==> src/rtl/m_dm_arb_pkg.sv <==
// m_dm_arb_pkg
// Shared encodings for the data-memory port arbiter.
//   arb_state_e : arbiter FSM states (arb_s_arb / arb_s_burst)
//   arb_own_*   : owner encodings stored with an outstanding read
//   word_addr() : byte address to word-aligned DM address
package m_dm_arb_pkg;

    typedef enum logic {
        arb_s_arb   = 1'b0,
        arb_s_burst = 1'b1
    } arb_state_e;

    localparam logic arb_own_cpu = 1'b0;
    localparam logic arb_own_dma = 1'b1;

    function automatic logic [31:0] word_addr(input logic [31:0] addr);
        return {addr[31:2], 2'b00};
    endfunction

endpackage

==> src/rtl/m_dm_arb_starve.sv <==
// m_dm_arb_starve
// Starvation counter for the DM arbiter. Counts contested cycles the CPU won,
// saturating at STARVE_LIMIT; 'fire' tells the arbiter to let the DMA through.
// Only instantiated when DM_ARB_STARVE_EN is defined.
//   clk   : clock, rising edge
//   reset : synchronous, active-low
//   clr   : clear the counter (DMA granted or DMA not requesting)
//   inc   : contested cycle won by the CPU
//   fire  : counter has reached STARVE_LIMIT
module m_dm_arb_starve
    import m_dm_arb_pkg::*;
#(
    parameter int STARVE_LIMIT = 4
) (
    input  logic clk,
    input  logic reset,
    input  logic clr,
    input  logic inc,
    output logic fire
);

    logic [3:0] cnt_q;
    logic [3:0] cnt_d;

    // The counter holds once it reaches the limit so the guard stays armed
    // until the DMA actually gets the port (a post-burst priority cycle can
    // delay it by one cycle).
    always_comb begin
        cnt_d = cnt_q;
        if (clr) begin
            cnt_d = 4'd0;
        end else if (inc && (cnt_q != 4'(STARVE_LIMIT))) begin
            cnt_d = cnt_q + 4'd1;
        end
    end

    assign fire = (cnt_q == 4'(STARVE_LIMIT));

    // Counter register with synchronous active-low reset.
    always_ff @(posedge clk) begin
        if (!reset) begin
            cnt_q <= 4'd0;
        end else begin
            cnt_q <= cnt_d;
        end
    end

endmodule

==> src/rtl/m_dm_arb.sv <==
// m_dm_arb
// Data-memory port arbiter for the M stage. The CPU has priority; a DMA
// requester can lock the port for bursts of up to MAX_BURST beats. The grant
// is combinational, the DM port is a mux of the owner's signals, and read
// data returning one cycle later is tagged for its owner via cpu_rvalid /
// dma_rvalid.
// Optional feature macro: DM_ARB_STARVE_EN (starvation guard that forces a
// DMA access through after STARVE_LIMIT contested CPU wins).
// Ports:
//   clk, reset                  : clock / synchronous active-low reset
//   cpu_req/byteen/addr/wdata   : CPU M-stage access (byteen 0 = read)
//   cpu_stall, cpu_rvalid       : CPU lost arbitration / CPU read data valid
//   dma_req/lock/byteen/addr/wdata : DMA access, lock keeps the port
//   dma_gnt, dma_rvalid         : DMA accepted / DMA read data valid
//   dm_en/byteen/addr/wdata     : data-memory port
//   dm_rdata, rdata             : DM read data and its pass-through
module m_dm_arb
    import m_dm_arb_pkg::*;
#(
    parameter int STARVE_LIMIT = 4,
    parameter int MAX_BURST    = 8
) (
    input  logic        clk,
    input  logic        reset,
    input  logic        cpu_req,
    input  logic [3:0]  cpu_byteen,
    input  logic [31:0] cpu_addr,
    input  logic [31:0] cpu_wdata,
    output logic        cpu_stall,
    output logic        cpu_rvalid,
    input  logic        dma_req,
    input  logic        dma_lock,
    input  logic [3:0]  dma_byteen,
    input  logic [31:0] dma_addr,
    input  logic [31:0] dma_wdata,
    output logic        dma_gnt,
    output logic        dma_rvalid,
    output logic        dm_en,
    output logic [3:0]  dm_byteen,
    output logic [31:0] dm_addr,
    output logic [31:0] dm_wdata,
    input  logic [31:0] dm_rdata,
    output logic [31:0] rdata
);

    arb_state_e state_q;
    arb_state_e state_d;
    logic [4:0] beat_q;
    logic [4:0] beat_d;
    logic       prio_q;
    logic       prio_d;
    logic       rd_vld_q;
    logic       rd_vld_d;
    logic       rd_own_q;
    logic       rd_own_d;

    logic       cpu_gnt;
    logic       dma_gnt_c;
    logic       starve_fire;
    logic       addr_lsb_unused;

    assign addr_lsb_unused = ^{cpu_addr[1:0], dma_addr[1:0]};

`ifdef DM_ARB_STARVE_EN
    logic starve_clr;
    logic starve_inc;

    // The guard only sees contested ARB cycles; any DMA grant or an idle DMA
    // side resets it.
    assign starve_inc = (state_q == arb_s_arb) && cpu_req && dma_req && cpu_gnt;
    assign starve_clr = !dma_req || dma_gnt_c;

    m_dm_arb_starve #(
        .STARVE_LIMIT (STARVE_LIMIT)
    ) u_starve (
        .clk   (clk),
        .reset (reset),
        .clr   (starve_clr),
        .inc   (starve_inc),
        .fire  (starve_fire)
    );
`else
    assign starve_fire = 1'b0;
`endif

    // Grant decision. In BURST the DMA owns the port outright. In ARB the CPU
    // wins a contest unless the starvation guard fires, and the guard is
    // ignored in the cycle right after a burst so the CPU always gets in.
    always_comb begin
        cpu_gnt   = 1'b0;
        dma_gnt_c = 1'b0;
        if (state_q == arb_s_burst) begin
            dma_gnt_c = dma_req;
        end else if (cpu_req && dma_req) begin
            if (starve_fire && !prio_q) begin
                dma_gnt_c = 1'b1;
            end else begin
                cpu_gnt = 1'b1;
            end
        end else begin
            cpu_gnt   = cpu_req;
            dma_gnt_c = dma_req;
        end
    end

    // Next-state logic. beat counts granted beats of the current burst; the
    // beat that brings it to MAX_BURST is the last one. Every burst exit
    // arms the one-cycle CPU-priority flag.
    always_comb begin
        state_d = state_q;
        beat_d  = beat_q;
        prio_d  = 1'b0;
        case (state_q)
            arb_s_arb: begin
                if (dma_gnt_c && dma_lock) begin
                    if (MAX_BURST > 1) begin
                        state_d = arb_s_burst;
                        beat_d  = 5'd1;
                    end else begin
                        prio_d  = 1'b1;
                    end
                end
            end
            arb_s_burst: begin
                if (!dma_req || !dma_lock || (beat_q == 5'(MAX_BURST - 1))) begin
                    state_d = arb_s_arb;
                    beat_d  = 5'd0;
                    prio_d  = 1'b1;
                end else begin
                    beat_d  = beat_q + 5'd1;
                end
            end
            default: begin
                state_d = arb_s_arb;
                beat_d  = 5'd0;
            end
        endcase
    end

    // Record who issued a read this cycle so the returning data can be
    // tagged next cycle. Writes leave rd_vld low.
    always_comb begin
        rd_vld_d = (cpu_gnt && (cpu_byteen == 4'b0000)) ||
                   (dma_gnt_c && (dma_byteen == 4'b0000));
        rd_own_d = dma_gnt_c ? arb_own_dma : arb_own_cpu;
    end

    // All arbiter state with synchronous active-low reset; a reset mid-burst
    // discards the burst and the read in flight.
    always_ff @(posedge clk) begin
        if (!reset) begin
            state_q  <= arb_s_arb;
            beat_q   <= 5'd0;
            prio_q   <= 1'b0;
            rd_vld_q <= 1'b0;
            rd_own_q <= arb_own_cpu;
        end else begin
            state_q  <= state_d;
            beat_q   <= beat_d;
            prio_q   <= prio_d;
            rd_vld_q <= rd_vld_d;
            rd_own_q <= rd_own_d;
        end
    end

    // DM port mux: the granted owner drives it, otherwise the port is idle.
    always_comb begin
        dm_en     = cpu_gnt || dma_gnt_c;
        dm_byteen = 4'b0000;
        dm_addr   = 32'd0;
        dm_wdata  = 32'd0;
        if (dma_gnt_c) begin
            dm_byteen = dma_byteen;
            dm_addr   = word_addr(dma_addr);
            dm_wdata  = dma_wdata;
        end else if (cpu_gnt) begin
            dm_byteen = cpu_byteen;
            dm_addr   = word_addr(cpu_addr);
            dm_wdata  = cpu_wdata;
        end
    end

    assign cpu_stall  = cpu_req && !cpu_gnt;
    assign dma_gnt    = dma_gnt_c;
    assign cpu_rvalid = rd_vld_q && (rd_own_q == arb_own_cpu);
    assign dma_rvalid = rd_vld_q && (rd_own_q == arb_own_dma);
    assign rdata      = dm_rdata;

endmodule

==> config.mk <==
export PLATFORM = sky130hd
export DESIGN_NAME = m_dm_arb
export DESIGN_NICKNAME = d
export VERILOG_FILES = /design/src/rtl/m_dm_arb_pkg.sv /design/src/rtl/m_dm_arb_starve.sv /design/src/rtl/m_dm_arb.sv
export SDC_FILE = /design/constraint.sdc
export NUM_CORES = 1
export LEC_CHECK = 0
export CORE_AREA = 5 5 104 106
export DETAILED_ROUTE_END_ITERATION = 6
export DIE_AREA = 0 0 109 111
export PLACE_DENSITY = 0.66
export SLEW_MARGIN = 25
export SYNTH_ARGS = -nofsm -noshare
export SYNTH_HDL_FRONTEND = slang
export SYNTH_SLANG_ARGS = --single-unit
==> constraint.sdc <==
create_clock -name clk -period 1.9 [get_ports clk]
set_input_delay 0.38 -clock clk [delete_from_list [all_inputs] [get_ports clk]]
set_output_delay 0.38 -clock clk [all_outputs]
set_load 0.1 [all_outputs]
==> flow_metrics.env <==
export IMPL_required_ns=1.52
export IMPL_ys_warn_count=0
export IMPL_synth_cells=304
export IMPL_max_freq_mhz=542
export IMPL_maxCapViolations=0
export IMPL_setup_viol=0
export IMPL_path_class="register to output pin"
export IMPL_dpl_hpwl_um=7340
export IMPL_worst_setup_path_start_kind="register"
export IMPL_antenna_found_initial=0
export IMPL_dieArea_mm2=0.0121
export IMPL_hp_class="register to register"
export IMPL_synth_distinct_cells=28
export IMPL_end_kind="output pin"
export IMPL_clk_pin_slew_worst_paths_ns=0.04
export IMPL_num_io_pins=278
export IMPL_wl_um=9150
export IMPL_slew_viol_final=0
export IMPL_grt_max_degree=73
export IMPL_reg2reg_depth=3
export IMPL_status="finished, final reports clean"
export IMPL_synth_top_area_frac=0.310
export IMPL_fin_util=0.480
export IMPL_final_nets=648
export IMPL_finalHoldViolations=0
export IMPL_layout_drive_gt1_share=0.356
export IMPL_portBuffers=207
export IMPL_grt_pass1_wl_um=13500
export IMPL_grtUsageTotal=0.136
export IMPL_skew_ns=0.00336
export IMPL_synth_most_common_cell="nand2_1"
export IMPL_htree_levels=1
export IMPL_diodes=0
export IMPL_dieHeight_um=111
export IMPL_cts_tree="yes"
export IMPL_syn_avg_cell_area_um2=5.30
export IMPL_fin_crit_sh=0.971
export IMPL_fin_setup_tns_ns=0
export IMPL_num_vias=2656
export IMPL_cts_num_sinks=8
export IMPL_grt_ovfl_total=0
export IMPL_drtPass1Iterations=4
export IMPL_ant_nets=0
export IMPL_cp_arrival_ns=1.47
export IMPL_rows=36
export IMPL_drtIter0Drc=125
export IMPL_synth_largest_area_cell="nand2_1"
export IMPL_vias_per_cell=4.39
export IMPL_synth_flop_cell="dfxtp_1"
export IMPL_path_max_fanout=5
export IMPL_ys_seq_area_frac=0.0995
export IMPL_hold_depth=1
export IMPL_rsz0062_at_grt="yes"
export IMPL_powerDensity_mw_per_mm2=525
export IMPL_p_leak_nw=2.02
export IMPL_clk_latency_ns=0.23
export IMPL_synthArstFlopShare=0
export IMPL_clk_path_buf_depth=2
export IMPL_power_mw=2.44
export IMPL_cts_hold_buf=0
export IMPL_grt_pass1_vias=2690
export IMPL_drc=0
export IMPL_gp_congestion=0.843
export IMPL_start_util=0.166
export IMPL_synth_area_mm2=0.00161
export IMPL_clockRootBuffer="clkbuf_8"
export IMPL_core_area_mm2=0.00968
export IMPL_wire_per_inst_um=15.1
export IMPL_max_vdd_ir_drop_mv=0.288
export IMPL_synth_seq_cells=8
export IMPL_synth_top_cells_by_area="nand2_1 (31%), nand3_1 (22%), buf_4 (16%), dfxtp_1 (9.9%), buf_2 (3.7%)"
export IMPL_synth_edf_count=0
export IMPL_hold_ws_ns=0.501
export IMPL_synth_common_cells="nand2_1 (133), nand3_1 (70), buf_4 (35)"
export IMPL_cts_buffers=3
export IMPL_dieWidth_um=109
export IMPL_area_delta_synth_final_pct=189
export IMPL_period_needed_ns=1.85
export IMPL_reg2reg_slack_ns=0.61
[stage by stage]
stage               cell area [um^2]  cells  setup WS (ns)
finish                          4650    605         0.0550
global route                    4650    605        -0.0178
CTS                             4580    602         0.0196
detailed placement              4500    596         -0.203
global placement                4500    596         -0.181
floorplan                       1780    305          0.101
[cell usage in the layout (no fill, tap or decap), drive strengths merged, types with 3 or more instances in the layout]
cell,Yosys,layout
and3,3,3
and2,3,3
nand2,133,133
nand3,70,70
clkbuf,6,6
dfxtp,8,8
buf,51,84
inv,3,3
a21oi,4,4
clkdlybuf4s50,0,134
[worst max-delay path: stages (launching register included)]
cell       delay (ns)
dfxtp_2          0.31
buf_6            0.11
nor2b_4          0.16
buf_6            0.17
clkbuf_16        0.16
nand2_2          0.05
nand2_2          0.09
buf_12           0.17
[cells by family (layout without fill, tap and decap cells)]
kind of cell	after synthesis	in the layout	share of synthesized area
buffers and inverters	60	227	0.231
AND/OR/NAND/NOR	221	221	0.602
XOR/XNOR	1	1	0.00544
flip-flops	8	8	0.0995
adder cells (fa/ha/maj)	1	1	0.00777
AO/OA/AOI/OAI	12	12	0.0521
other	1	2	0.00233
[routing by layer]
metal,vias up,share of wire,routed length (um),track usage
met4,0,0.016,150,0.0295
met1,1183,0.34,3070,0.137
met2,159,0.51,4670,0.250
met3,16,0.14,1250,0.0617
li1,1298,-,-,-
met5,-,0,0,0
[what timing repair did]
item	CTS	global route
setup buffers	2	1
gates resized for setup	2	12
setup endpoints to repair	68	36
cloned	1	3
pin swaps	0	4
[final timing paths]
path              startpoint          end
setup reg to reg   beat_q[0]    beat_q[3]
setup / recovery     state_q  dm_addr[21]
hold / removal     beat_q[4]    beat_q[4]
hold reg to reg    beat_q[4]    beat_q[4]
[power by group]
group / switching (mW) / total (mW) / internal, mW
Clock: 0.0682 / 0.206 / 0.137
Sequential: 0.00238 / 0.174 / 0.172
Combinational: 1.24 / 2.06 / 0.818
[cell type report]
class | instances | area (um^2)
clock buffer | 3 | 41.3
fill | 915 | 5040
inverter | 3 | 11.3
multi-input combinational | 237 | 1280
sequential | 8 | 161
tap | 133 | 166
timing repair buffer | 221 | 2990
[state kept, by name, summed over array words and instances (netlist names)]
name      count
beat_q        5
rd_vld_q      1
rd_own_q      1
state_q       1
(Power assumes the default switching activity.)
